==> src/rtl/multicycle_divider_pkg.sv <==
// multicycle_divider_pkg: shared width and FSM encoding for the iterative divider and its ALU.
package multicycle_divider_pkg;
    localparam int DIV_WIDTH = 32;
    typedef enum logic {DIV_IDLE = 1'b0, DIV_RUN = 1'b1} div_state_t;
endpackage

==> src/rtl/multicycle_divider.sv <==
// multicycle_divider: radix-2 restoring divider for DIV/DIVU, one quotient bit per cycle.
module multicycle_divider
    import multicycle_divider_pkg::*;
#(
    parameter int WIDTH = DIV_WIDTH
) (
    input  logic             clock,
    input  logic             reset,
    input  logic             OP_div,
    input  logic             OP_divu,
    input  logic [WIDTH-1:0] Dividend,
    input  logic [WIDTH-1:0] Divisor,
    output logic [WIDTH-1:0] Quotient,
    output logic [WIDTH-1:0] Remainder,
    output logic             Stall
);
    localparam int CW = $clog2(WIDTH) + 1;

    function automatic logic [WIDTH-1:0] mag(input logic [WIDTH-1:0] v);
        return v[WIDTH-1] ? -v : v;
    endfunction

    div_state_t       state;
    logic [CW-1:0]    count;
    logic [WIDTH-1:0] rem, q, dvsr, diff;
    logic [WIDTH:0]   shifted;
    logic             neg_q, neg_r, ge;

    // The full remainder is kept in the shift so divisors with the MSB set stay exact.
    assign shifted = {rem, q[WIDTH-1]};
    assign ge      = shifted >= {1'b0, dvsr};
    assign diff    = shifted[WIDTH-1:0] - dvsr;

    always_ff @(posedge clock) begin
        if (!reset) begin
            state <= DIV_IDLE;
            count <= '0;
            rem   <= '0;
            q     <= '0;
            dvsr  <= '0;
            neg_q <= 1'b0;
            neg_r <= 1'b0;
        end else if (state == DIV_IDLE) begin
            if (OP_div | OP_divu) begin
                state <= DIV_RUN;
                count <= CW'(WIDTH);
                rem   <= '0;
                q     <= OP_div ? mag(Dividend) : Dividend;
                dvsr  <= OP_div ? mag(Divisor) : Divisor;
                neg_q <= OP_div & (Dividend[WIDTH-1] ^ Divisor[WIDTH-1]);
                neg_r <= OP_div & Dividend[WIDTH-1];
            end
        end else begin
            rem   <= ge ? diff : shifted[WIDTH-1:0];
            q     <= {q[WIDTH-2:0], ge};
            count <= count - 1'b1;
            if (count == CW'(1))
                state <= DIV_IDLE;
        end
    end

    assign Stall     = (state == DIV_RUN);
    assign Quotient  = neg_q ? -q : q;
    assign Remainder = neg_r ? -rem : rem;
endmodule
==> config.mk <==
export PLATFORM = sky130hd
export DESIGN_NAME = multicycle_divider
export DESIGN_NICKNAME = d
export VERILOG_FILES = /design/src/rtl/multicycle_divider_pkg.sv /design/src/rtl/multicycle_divider.sv
export SDC_FILE = /design/constraint.sdc
export NUM_CORES = 1
export LEC_CHECK = 0
export BUFFER_PORTS_ARGS = -buffer_cell sky130_fd_sc_hd__buf_2
export CELL_PAD_IN_SITES_DETAIL_PLACEMENT = 1
export CELL_PAD_IN_SITES_GLOBAL_PLACEMENT = 1
export CORE_UTILIZATION = 30
export DETAILED_ROUTE_END_ITERATION = 8
export PLACE_DENSITY = 0.67
export SLEW_MARGIN = 20
export SYNTH_ARGS = -nofsm -noshare
export SYNTH_HDL_FRONTEND = slang
export SYNTH_SLANG_ARGS = --single-unit
==> constraint.sdc <==
create_clock -name clock -period 5.6 [get_ports clock]
set_clock_uncertainty 0.15 [all_clocks]
set_input_delay 0.28 -clock clock [delete_from_list [all_inputs] [get_ports clock]]
set_output_delay 0.28 -clock clock [all_outputs]
set_load 0.05 [all_outputs]
; After elaboration in Yosys (flattened, before gate mapping)
; Index checks and enable logic that the tools add are counted.
[totals]
in_bits = 68
reg_bits = 105
wordCells = 38
out_inout_bits = 65
[op_classes]
n_addsub = 6
bitwise = 5
mux = 16
n_eq_ne = 1
order_cmp = 1
n_reduce_logical = 2
[ops]
columns = cell, count
row1 = 32-bit two-way mux, 11
row2 = 32-bit negation, 4
row3 = 33-bit by 32-bit greater-or-equal comparator with 1-bit output, 1
row4 = 32-bit subtractor, 1
row5 = 6-bit two-way mux, 2
row6 = 6-bit by 1-bit equality test with 1-bit output (second input constant), 1
row7 = 6-bit by 1-bit subtractor with 6-bit output (second input constant), 1
row8 = 1-bit two-way mux, 3
row9 = 1-bit bitwise AND, 2
row10 = 2-bit AND reduction, 1
row11 = 2-bit nonzero test, 1
row12 = 1-bit inverter, 1
row13 = 1-bit OR, 1
row14 = 1-bit XOR, 1

; Longest topological paths before layout
; Gate-level depths: netlist of the first run.
[depth]
depth_word = 5
ltp_mapped = 12
mapped_depth_nobuf = 12

; Least setup slack after synthesis of the first run
; No wires, ideal clock.
[synth_timing]
path_type = register to output
startpoint = reg rem[6]
endpoint = out Remainder[29]
t_arrival_ns = 3.691
path_buffers = 0
t_required_ns = 5.170
stages_incl_launch_ff = 9
path_slack_ns = 1.479
path_cell_list = dfxtp_1 or4_4 or4_4 or4_4 or4_1 or4_4 or3_4 o31ai_4 xnor2_1
[synth_between]
elab_chain_cells = 2
[synth_lines]
columns = element, line
row1 = "start, declared", multicycle_divider.sv:25  ; logic [WIDTH-1:0] rem, q, dvsr, diff;
row2 = "start signal, assigned", multicycle_divider.sv:54  ; rem <= ge ? diff : shifted[WIDTH-1:0];
row3 = 32-bit negation, multicycle_divider.sv:64  ; assign Remainder = neg_r ? -rem : rem;
row4 = 32-bit two-way mux, multicycle_divider.sv:64
row5 = "end, declared", multicycle_divider.sv:14  ; output logic [WIDTH-1:0] Remainder,
; No other way between the ends.

; Worst setup path in the final report of the first run
; Same ends and word-level chain as after synthesis.

==> out/results.tsv, run 1 <==
stage	metric	value	unit
clock_tree	clock buffer depth	2	
pwr	Total Power	6.89	mW
synth	Post-Synthesis Cells	1167	
routing	Final ANT Viol Nets	0	
floorplanning	IO Count	133	
critical_path	reg2reg start	rem[13]	
clock_tree	Clk pin slew, worst setup/hold paths	0.08	ns
synth	Syn Std Cell Area	8640	um2
sta	slew margin rel.	28.5	%
synth	Async S/R FF share, synth	0	%
critical_path	Setup crit start	rem[6]	
hold_path	Worst Hold Class	input port to flop	
critical_path	critical path capture point type	output port	
clock_tree	clock sink count	105	
clock_tree	CTS tree	yes	
grt	vias in the first global route	8610	
clock_tree	root buffer cell	clkbuf_16	
grt	GRT Overall Usage	19.4	%
synth	synthesis-stage register bit count	105	
grt	antenna violations before repair	3	
sta	slew of the pin with the lowest slew margin	1.07	ns
cells_and_area	share of cells above drive strength 1	14.1	%
synth	register area share after synthesis	24.3	%
grt	largest net degree at the start of global routing	78	
routing	DR iter-0 viols	465	
clock_tree	htree depth	3	
routing	vias per inst	5.39	
synth	warning count from the yosys run	0	
placement	Place WS	1.41	ns
cells_and_area	nets	1357	
status	status	complete, no violations	
floorplanning	Die W	172	um
sta	fmax	0.219	GHz
sta	Slew Viols, Final	0	
floorplanning	core area	28100	um2
sta	Final min period	4.56	ns
routing	TritonRoute pass-1 iters	5	
clock_tree	PostCTS Resize Cnt	0	
clock_tree	Hold Buf Count CTS	0	
hold_path	min-delay src	Divisor[31]	
synth	number of flops mapped to enable cells by yosys	0	
synth	syn_nets	1274	
pwr	Max IR drop VDD	540	uV
sta	RSZ-0062 raised after global routing	false	
clock_tree	CTS Buf Count	9	
critical_path	Data arrival, critical path	4.13	ns
placement	post-DP HPWL	21.9	mm
sta	worst setup margin	1.04	ns
floorplanning	std cell rows	61	
pwr	Leak Pwr	4.22	nW
cells_and_area	final core occ	35.2	%
critical_path	CP max FO	8	
grt	GRT overflow	0	
routing	drt wl/cell	17.6	um
critical_path	Worst Path Required	5.17	ns
sta	final setup fails	0	
clock_tree	post-CTS setup buffers	0	
grt	first-pass GRT wire length	45.3	mm
sta	setup tns final	0	ns
synth	Top FF cell, synth	dfxtp_1	
routing	DRC Markers	0	
cells_and_area	P&R area growth vs syn	14.5	%
sta	smallest hold slack	0.0848	ns
floorplanning	Initial Util	30.8	%
routing	routed wire length	28.8	mm
pwr	pwr/cell area	697	nW/um2
run	max_cap viols	0	
synth	Synth Area per Inst	7.40	um2
synth	post-synthesis cell type count	55	
placement	Placer Congestion	0.874	
sta	Final Cycle Share	81.5	%
floorplanning	die footprint	29500	um2
routing	DR vias	8811	
sta	Hold Vio Cnt, Final	0	
critical_path	crit path kind	flop to output port	
placement	input/output buffers	132	
critical_path	crit start category	flop	
clock_tree	Skew-Pair Late Insertion Delay	0.36	ns
floorplanning	Die Y	172	um
[flip-flops by register name, indices dropped and copies added (netlist names)]
name and flops:
q 32, rem 32, dvsr 32, neg_q 1
Stall 1, neg_r 1, count 6
[power by group]
part | internal (mW) | switching (mW) | total, mW
clock network | 0.321 | 0.332 | 0.653
registers | 0.900 | 0.273 | 1.17
logic | 1.80 | 3.27 | 5.07
[critical path, cell delays in order (launching register included)]
cell     delay (ns)
dfxtp_1        0.40
or4_4          0.59
or4_4          0.44
or4_4          0.51
or4_1          0.43
or4_4          0.44
or3_4          0.37
o31ai_4        0.18
xnor2_1        0.13
buf_2          0.27
[per-stage QoR]
stage,cell area (um2),instances
2_1_floorplan,8640,1167
3_3_place_gp,9590,1617
3_5_place_dp,9590,1617
4_1_cts,9880,1633
5_1_grt,9890,1636
6_report,9890,1636
[layer usage]
layer | track usage, % | up-vias | share of wire (%)
met2 | 33.0 | 134 | 49
met3 | 1.75 | 33 | 2.3
met1 | 25.3 | 4280 | 47
met4 | 6.95 | 0 | 2.0
met5 | 0 | - | 0
li1 | - | 4364 | -
[kinds of logic after synthesis]
| group | share of synthesized area [%] |
|---|---|
| xor gates and xnor gates | 14.2 |
| and+or+nand+nor | 23.2 |
| adders and majority gates | 5.74 |
| DFF | 24.3 |
| buffers and inverters | 5.65 |
| AOI/OAI and AO/OA | 26.3 |
| muxes | 0.579 |
[cell usage after synthesis (all sizes together), types with 38 or more instances]
| cell type | instances | share of area (%) |
|---|---|---|
| xnor2 | 91 | 9.2 |
| o21ai | 87 | 5.0 |
| o31ai | 42 | 3.8 |
| ha | 38 | 5.5 |
| xor2 | 49 | 5.0 |
| inv | 57 | 2.5 |
| nand2 | 132 | 5.7 |
| a21oi | 71 | 4.1 |
| nand3 | 71 | 4.1 |
| dfxtp | 105 | 24 |
| nor2 | 76 | 3.3 |
| clkbuf | 58 | 2.5 |
[worst paths after layout]
kind	end	slack, ns	cells past startpoint
setup / recovery	Remainder[29]	1.04	9
hold / removal	dvsr[31]	0.08	3
setup reg to reg	rem[2]	2.17	10
hold reg to reg	dvsr[31]	0.32	2
[cells in the final DEF, fill, tap and decap left out, types with 13 or more instances in the layout]
cell / count
xnor2_1: 91
a211oi_1: 21
ha_1: 38
o211a_1: 24
a32oi_1: 13
o31ai_1: 41
xor2_1: 49
or4_1: 15
nor2_1: 75
or3_1: 20
buf_2: 132
o41ai_1: 16
dfxtp_1: 104
inv_1: 57
nand2_1: 132
a21oi_1: 70
nor2b_1: 28
nand3_1: 71
nor3_1: 14
o21ai_0: 86
[final cells by class]
type,instances,area (um2)
diodes,3,7.51
clock buffers,10,239
clock inverters,6,48.8
fillers,3603,18200
inverters,57,214
multi-input cells,934,6060
flip-flops and latches,105,2100
well taps,378,473
repair buffers,143,743
(Power assumes the default switching activity.)
==> run 2, diff against run 1 <==
--- a/config.mk
+++ b/config.mk
@@ -10,7 +10,7 @@
 export CELL_PAD_IN_SITES_GLOBAL_PLACEMENT = 1
 export CORE_UTILIZATION = 30
 export DETAILED_ROUTE_END_ITERATION = 8
-export PLACE_DENSITY = 0.67
+export PLACE_DENSITY = 0.69
 export SLEW_MARGIN = 20
 export SYNTH_ARGS = -nofsm -noshare
 export SYNTH_HDL_FRONTEND = slang
==> constraint.sdc (replaced) <==
create_clock -name clock -period 3.76 [get_ports clock]
set_clock_uncertainty 0.15 [all_clocks]
set_input_delay 0.188 -clock clock [delete_from_list [all_inputs] [get_ports clock]]
set_output_delay 0.188 -clock clock [all_outputs]
set_load 0.05 [all_outputs]
==> run 2 against run 1 <==
The run now ends with setup timing left. Utilization increased by 1.5 points. Sequential power rose by 44%. Routed wire length shrank 1.3%. Highest routed layer is now met5. Clock-buffer cell count fell by 1. Flip-flop and latch count did not move. Hold slack lost 0.055 ns. Setup slack worse by 1.6 ns.
==> out/results.tsv, run 2 (synthesis gave the netlist of run 1 again) <==
stage	metric	value	unit	change
pwr	Max IR drop VDD	912	uV	+69%
placement	input/output buffers	132		unchanged
grt	GRT Overall Usage	19.3	%	-0.051 points
critical_path	worst r2r path cells	9		-1
critical_path	Data arrival, critical path	3.95	ns	-0.18 ns
cells_and_area	fill cell count	3563		-1.1%
sta	slew of the pin with the lowest slew margin	0.935	ns	-0.136 ns
cells_and_area	commonest cells after routing, fill and taps aside	nand2_1 (132), buf_2 (123), dfxtp_1 (104), xnor2_1 (88), o21ai_0 (85)		
routing	DRC Markers	0		unchanged
placement	DP Area	9810	um2	+2.2%
grt	largest net degree at the start of global routing	52		-33%
cells_and_area	P&R area growth vs syn	19.3	%	
placement	Placer Congestion	0.852		-2.6%
routing	TritonRoute pass-1 iters	4		-1
sta	final setup fails	6		+6
cells_and_area	nets	1389		+2.4%
clock_tree	CTS Buf Count	9		unchanged
floorplanning	std cell rows	61		unchanged
cells_and_area	final core occ	36.7	%	+1.5 points
cells_and_area	share of cells above drive strength 1	16.9	%	+2.8 points
run	max_cap viols	0		unchanged
cells_and_area	fin area	10300	um2	+4.2%
clock_tree	root buffer cell	clkbuf_16		
floorplanning	IO Count	133		unchanged
sta	Final Cycle Share	114	%	
clock_tree	Clk pin slew, worst setup/hold paths	0.08	ns	about the same
sta	fmax	0.233	GHz	
routing	DR vias	8856		+0.51%
hold_path	min-delay src	Divisor[25]		
grt	first-pass GRT wire length	45.0	mm	-0.64%
critical_path	critical path capture point type	output port		
sta	setup tns final	-2.31	ns	-2.31 ns
grt	vias in the first global route	8708		+1.1%
clock_tree	Skew-Pair Late Insertion Delay	0.36	ns	about the same
floorplanning	core area	28100	um2	unchanged
pwr	pwr/cell area	1110	nW/um2	+60%
floorplanning	die footprint	29500	um2	unchanged
critical_path	worst reg2reg path endpoint	rem[0]		
sta	slew margin rel.	36.0	%	+7.6 points
critical_path	R2R Setup Slk	0.28	ns	-1.89 ns
clock_tree	clock buffer depth	2		unchanged
routing	routed wire length	28.4	mm	-1.3%
critical_path	CP max FO	4		-4
hold_path	WHS Endpoint	dvsr[25]		
status	failing checks	setup timing		
routing	Final ANT Viol Nets	0		unchanged
critical_path	crit path kind	flop to output port		
sta	worst setup margin	-0.523	ns	-1.56 ns
hold_path	Worst Hold Class	input port to flop		
clock_tree	htree depth	3		unchanged
sta	Hold Vio Cnt, Final	0		unchanged
clock_tree	clock sink count	105		unchanged
grt	GRT overflow	0		unchanged
sta	Final min period	4.28	ns	
floorplanning	Initial Util	30.8	%	unchanged
floorplanning	Die Y	172	um	unchanged
cells_and_area	commonest non-fill, non-tap cell in the layout	nand2_1		
grt	antenna violations before repair	3		unchanged
clock_tree	CTS tree	yes		
routing	vias per inst	5.31		-1.4%
cells_and_area	top flop regs	dvsr (32), q (32), rem (32)		
pwr	Leak Pwr	4.44	nW	+5.1%
sta	Slew Viols, Final	0		unchanged
floorplanning	Die W	172	um	unchanged
critical_path	crit start category	flop		
placement	Place WS	-0.267	ns	-1.67 ns
hold_path	hold depth	3		unchanged
sta	RSZ-0062 raised after global routing	true		
routing	drt wl/cell	17.0	um	-3.1%
critical_path	reg2reg start	rem[23]		
critical_path	Worst Path Required	3.42	ns	-1.75 ns
routing	DR iter-0 viols	445		-4.3%
placement	post-DP HPWL	22.2	mm	+1.2%
status	status	complete, but fails checks		
## run 2: cell types whose count changed in the layout (fill, tap and decap cells not counted), sizes merged
cell         change
bufinv           +2
diode            -1
buf             +28
clkbuf           -1
dlygate4sd3      +4
clkinv           -2
clkinvlp         +1
## run 2: how the worst max path moves through the flow
stage	start	end	slack, ns	cells past startpoint
final	rem[6]	Remainder[29]	-0.52	9
after global routing	rem[6]	Remainder[29]	-0.63	9
after CTS	rem[6]	Remainder[29]	-0.55	9
after detailed placement	rem[6]	Remainder[31]	-0.27	9
after global placement	rem[6]	Remainder[31]	-0.21	9
after floorplan	rem[6]	Remainder[31]	-0.10	8
## run 2: power breakdown
group	internal [mW]	switching, mW	leakage (nW)
Sequential	1.34	0.339	0.862
Combinational	3.52	5.20	3.42
Clock	0.591	0.482	0.157
## run 2: area by class of cell
| cell class | instances | area [um2] | share of cell area [%] |
|---|---|---|---|
| multi-input combinational | 934 | 6140 | 59.6 |
| clock buffer | 9 | 225 | 2.19 |
| tap | 378 | 473 | 4.59 |
| inverter | 57 | 214 | 2.08 |
| sequential | 105 | 2100 | 20.4 |
| timing repair buffer | 175 | 1040 | 10.1 |
| clock inverter | 7 | 98.8 | 0.959 |
| antenna | 2 | 5.00 | 0.0486 |
## run 2: repair_timing
item | CTS | global route
setup endpoints to repair | 9 | 9
hold endpoints to repair | 4 | 0
hold buffers | 4 | 0
gates resized for setup | 23 | 4
buffers inserted | 3 | 1
pin swaps | 2 | 1
## run 2: metal layers
layer  GRT usage [%]  up-vias  part of all wire (%)  routed length [um]
met5               0        -                 0.046                  13
met4            7.30        2                   2.6                 751
met3            1.89       40                   2.3                 656
met2            33.3      105                    49               13900
met1            24.7     4293                    46               13100
li1                -     4416                     -                   -
## run 2: per-stage QoR
step,total power [mW],instances,hold WS (ns)
5_1_grt,12.4,1667,0.0430
2_1_floorplan,7.53,1167,0.183
3_5_place_dp,9.69,1641,0.320
6_report,11.5,1667,0.0296
4_1_cts,11.3,1664,0.0111
3_3_place_gp,9.56,1641,0.301
## run 2: critical path, cell delays in order, from the launching register on
cell and delay (ns):
dfxtp_1 0.32, or4_4 0.56, or4_4 0.43, or4_4 0.49
or4_4 0.43, or4_4 0.44, or3_4 0.38, o31ai_4 0.21
xnor2_2 0.14, buf_6 0.18
==> run 3, diff against run 2 <==
--- a/config.mk
+++ b/config.mk
@@ -8,9 +8,11 @@
 export BUFFER_PORTS_ARGS = -buffer_cell sky130_fd_sc_hd__buf_2
 export CELL_PAD_IN_SITES_DETAIL_PLACEMENT = 1
 export CELL_PAD_IN_SITES_GLOBAL_PLACEMENT = 1
-export CORE_UTILIZATION = 30
+export CORE_ASPECT_RATIO = 0.8
+export CORE_MARGIN = 10
+export CORE_UTILIZATION = 38
 export DETAILED_ROUTE_END_ITERATION = 8
-export PLACE_DENSITY = 0.69
+export PLACE_DENSITY = 0.83
 export SLEW_MARGIN = 20
 export SYNTH_ARGS = -nofsm -noshare
 export SYNTH_HDL_FRONTEND = slang
==> run 3 against run 2 <==
The flow still finishes with violations (setup timing). Setup slack better by 0.041 ns. Global-route usage up 0.75 points. Non-clock buffer count down 5. Flip-flop and latch count unchanged. Sequential power about the same. Fmax up 0.98%. Cell count down 4.6%. First-iteration DRC count up 86%. Total power up 1.2%. Sequential share of layout area up 0.33 points. Die area down 0.93%. Critical endpoint unchanged.
==> out/results.tsv, run 3 (synthesis gave the netlist of run 1 again) <==
stage	metric	value	unit	change
critical_path	critical path capture point type	output port		
cells_and_area	top flop regs	dvsr (32), q (32), rem (32)		
floorplanning	Die Y	155	um	-9.8%
grt	antenna violations before repair	3		unchanged
placement	input/output buffers	132		unchanged
grt	largest net degree at the start of global routing	50		-3.8%
placement	DP Area	9700	um2	-1.1%
clock_tree	htree depth	3		unchanged
cells_and_area	commonest non-fill, non-tap cell in the layout	nand2_1		
sta	Slew Viols, Final	0		unchanged
critical_path	crit path kind	flop to output port		
placement	placed cells	1567		-4.5%
routing	WL met1	15.0	mm	+14%
cells_and_area	P&R area growth vs syn	17.6	%	
floorplanning	IO Count	133		unchanged
clock_tree	Clk pin slew, worst setup/hold paths	0.07	ns	about the same
sta	final setup fails	7		+1
hold_path	Worst Hold Class	input port to flop		
routing	vias per inst	5.69		+7.1%
grt	first-pass GRT wire length	48.9	mm	+8.7%
cells_and_area	commonest cells after routing, fill and taps aside	nand2_1 (130), buf_2 (122), dfxtp_1 (102), xnor2_1 (87), o21ai_0 (86)		
routing	routed wire length	30.2	mm	+6.3%
floorplanning	Initial Util	38.5	%	+7.7 points
placement	post-DP HPWL	23.8	mm	+7.3%
sta	Final min period	4.24	ns	-0.0414 ns
floorplanning	core area	22400	um2	-20%
cells_and_area	share of cells above drive strength 1	16.8	%	-0.090 points
clock_tree	clock sink count	105		unchanged
routing	Final ANT Viol Nets	0		unchanged
floorplanning	Die W	189	um	+9.8%
sta	slew of the pin with the lowest slew margin	0.981	ns	+0.0456 ns
sta	worst setup margin	-0.482	ns	+0.0414 ns
critical_path	crit start category	flop		
critical_path	CP max FO	3		-1
floorplanning	die footprint	29200	um2	-0.93%
sta	fmax	0.236	GHz	+0.98%
status	failing checks	setup timing		
routing	DRC Markers	0		unchanged
pwr	pwr/cell area	1140	nW/um2	+2.7%
placement	Placer Congestion	0.952		+12%
clock_tree	Skew-Pair Late Insertion Delay	0.36	ns	about the same
cells_and_area	nets	1384		-0.36%
routing	met3 wire length	2.26	mm	+240%
clock_tree	root buffer cell	clkbuf_16		
sta	Hold Vio Cnt, Final	0		unchanged
clock_tree	CTS Buf Count	9		unchanged
critical_path	Worst Path Required	3.42	ns	about the same
sta	slew margin rel.	34.0	%	-2.0 points
routing	DR iter-0 viols	829		+86%
cells_and_area	post-route insts no fill	1590		-4.6%
routing	drt wl/cell	19.0	um	+11%
cells_and_area	final core occ	45.2	%	+8.6 points
sta	smallest hold slack	0.0292	ns	-0.000408 ns
clock_tree	CTS tree	yes		
grt	vias in the first global route	8858		+1.7%
sta	setup tns final	-2.27	ns	+0.0432 ns
pwr	Max IR drop VDD	638	uV	-30%
cells_and_area	fill cell count	2907		-18%
grt	GRT overflow	0		unchanged
run	max_cap viols	0		unchanged
status	status	complete, but fails checks		
sta	Final Cycle Share	113	%	-1.1 points
routing	routed wl met2	12.7	mm	-8.5%
routing	Top Layer Used	met5		
critical_path	Data arrival, critical path	3.90	ns	-0.05 ns
grt	GRT Overall Usage	20.1	%	+0.75 points
clock_tree	clock buffer depth	2		unchanged
cells_and_area	fin area	10200	um2	-1.5%
floorplanning	std cell rows	49		-20%
pwr	Leak Pwr	4.42	nW	-0.34%
sta	RSZ-0062 raised after global routing	true		
routing	TritonRoute pass-1 iters	5		+1
routing	DR vias	9049		+2.2%
-- run 3: cell types whose count changed in the layout (fill, tap and decap cells not counted), sizes merged --
cell and delta:
buf -4, bufinv -2, dlygate4sd3 -2, clkinvlp +1, inv -3, clkbuf +4, clkinv +1
-- run 3: repair_timing --
action | CTS | global route
pin swaps | 2 | 3
endpoints found under the hold margin | 2 | 0
cloned | 0 | 0
setup buffers | 2 | 2
gates resized for setup | 21 | 13
hold buffers | 2 | 0
setup endpoints to repair | 10 | 10
-- run 3: final cells by class --
type                    count  area (um2)  area share [%]
multi-input cells         934        6160            60.7
diodes                      2        5.00          0.0493
repair buffers            170        1010            9.92
inverters                  57         214            2.11
flip-flops and latches    105        2110            20.7
clock buffers              12         246            2.43
well taps                 306         383            3.77
clock inverters             4        28.8           0.283
-- run 3: final timing paths --
kind,start,end,slack (ns),cells after the start
max,rem[6],Remainder[29],-0.48,9
min,Divisor[27],dvsr[27],0.03,3
max reg2reg,q[31],rem[28],0.40,12
min reg2reg,dvsr[31],dvsr[31],0.32,2
-- run 3: metal layers --
metal,GRT usage (%),vias up
met5,0,-
li1,-,4416
met1,29.2,4358
met2,29.4,250
met3,4.83,23
met4,3.39,2
-- run 3: critical path: stages (launching register included) --
cell and delay [ns]:
dfxtp_2 0.32, or4_4 0.52, or4_4 0.43, or4_4 0.50
or4_4 0.43, or4_4 0.44, or3_4 0.38, o31ai_4 0.21
xnor2_2 0.14, buf_6 0.18
-- run 3: metrics by stage --
stage | worst slack (ns) | power, mW
6_report | -0.482 | 11.6
5_1_grt | -0.583 | 12.5
4_1_cts | -0.475 | 11.2
3_5_place_dp | -0.196 | 9.79
3_3_place_gp | -0.159 | 9.58
2_1_floorplan | -0.105 | 7.53
-- run 3: power breakdown --
| group | total (mW) | internal, mW | switching [mW] |
|---|---|---|---|
| Sequential | 1.68 | 1.34 | 0.336 |
| Combinational | 9.04 | 3.54 | 5.50 |
| Clock | 0.899 | 0.468 | 0.430 |
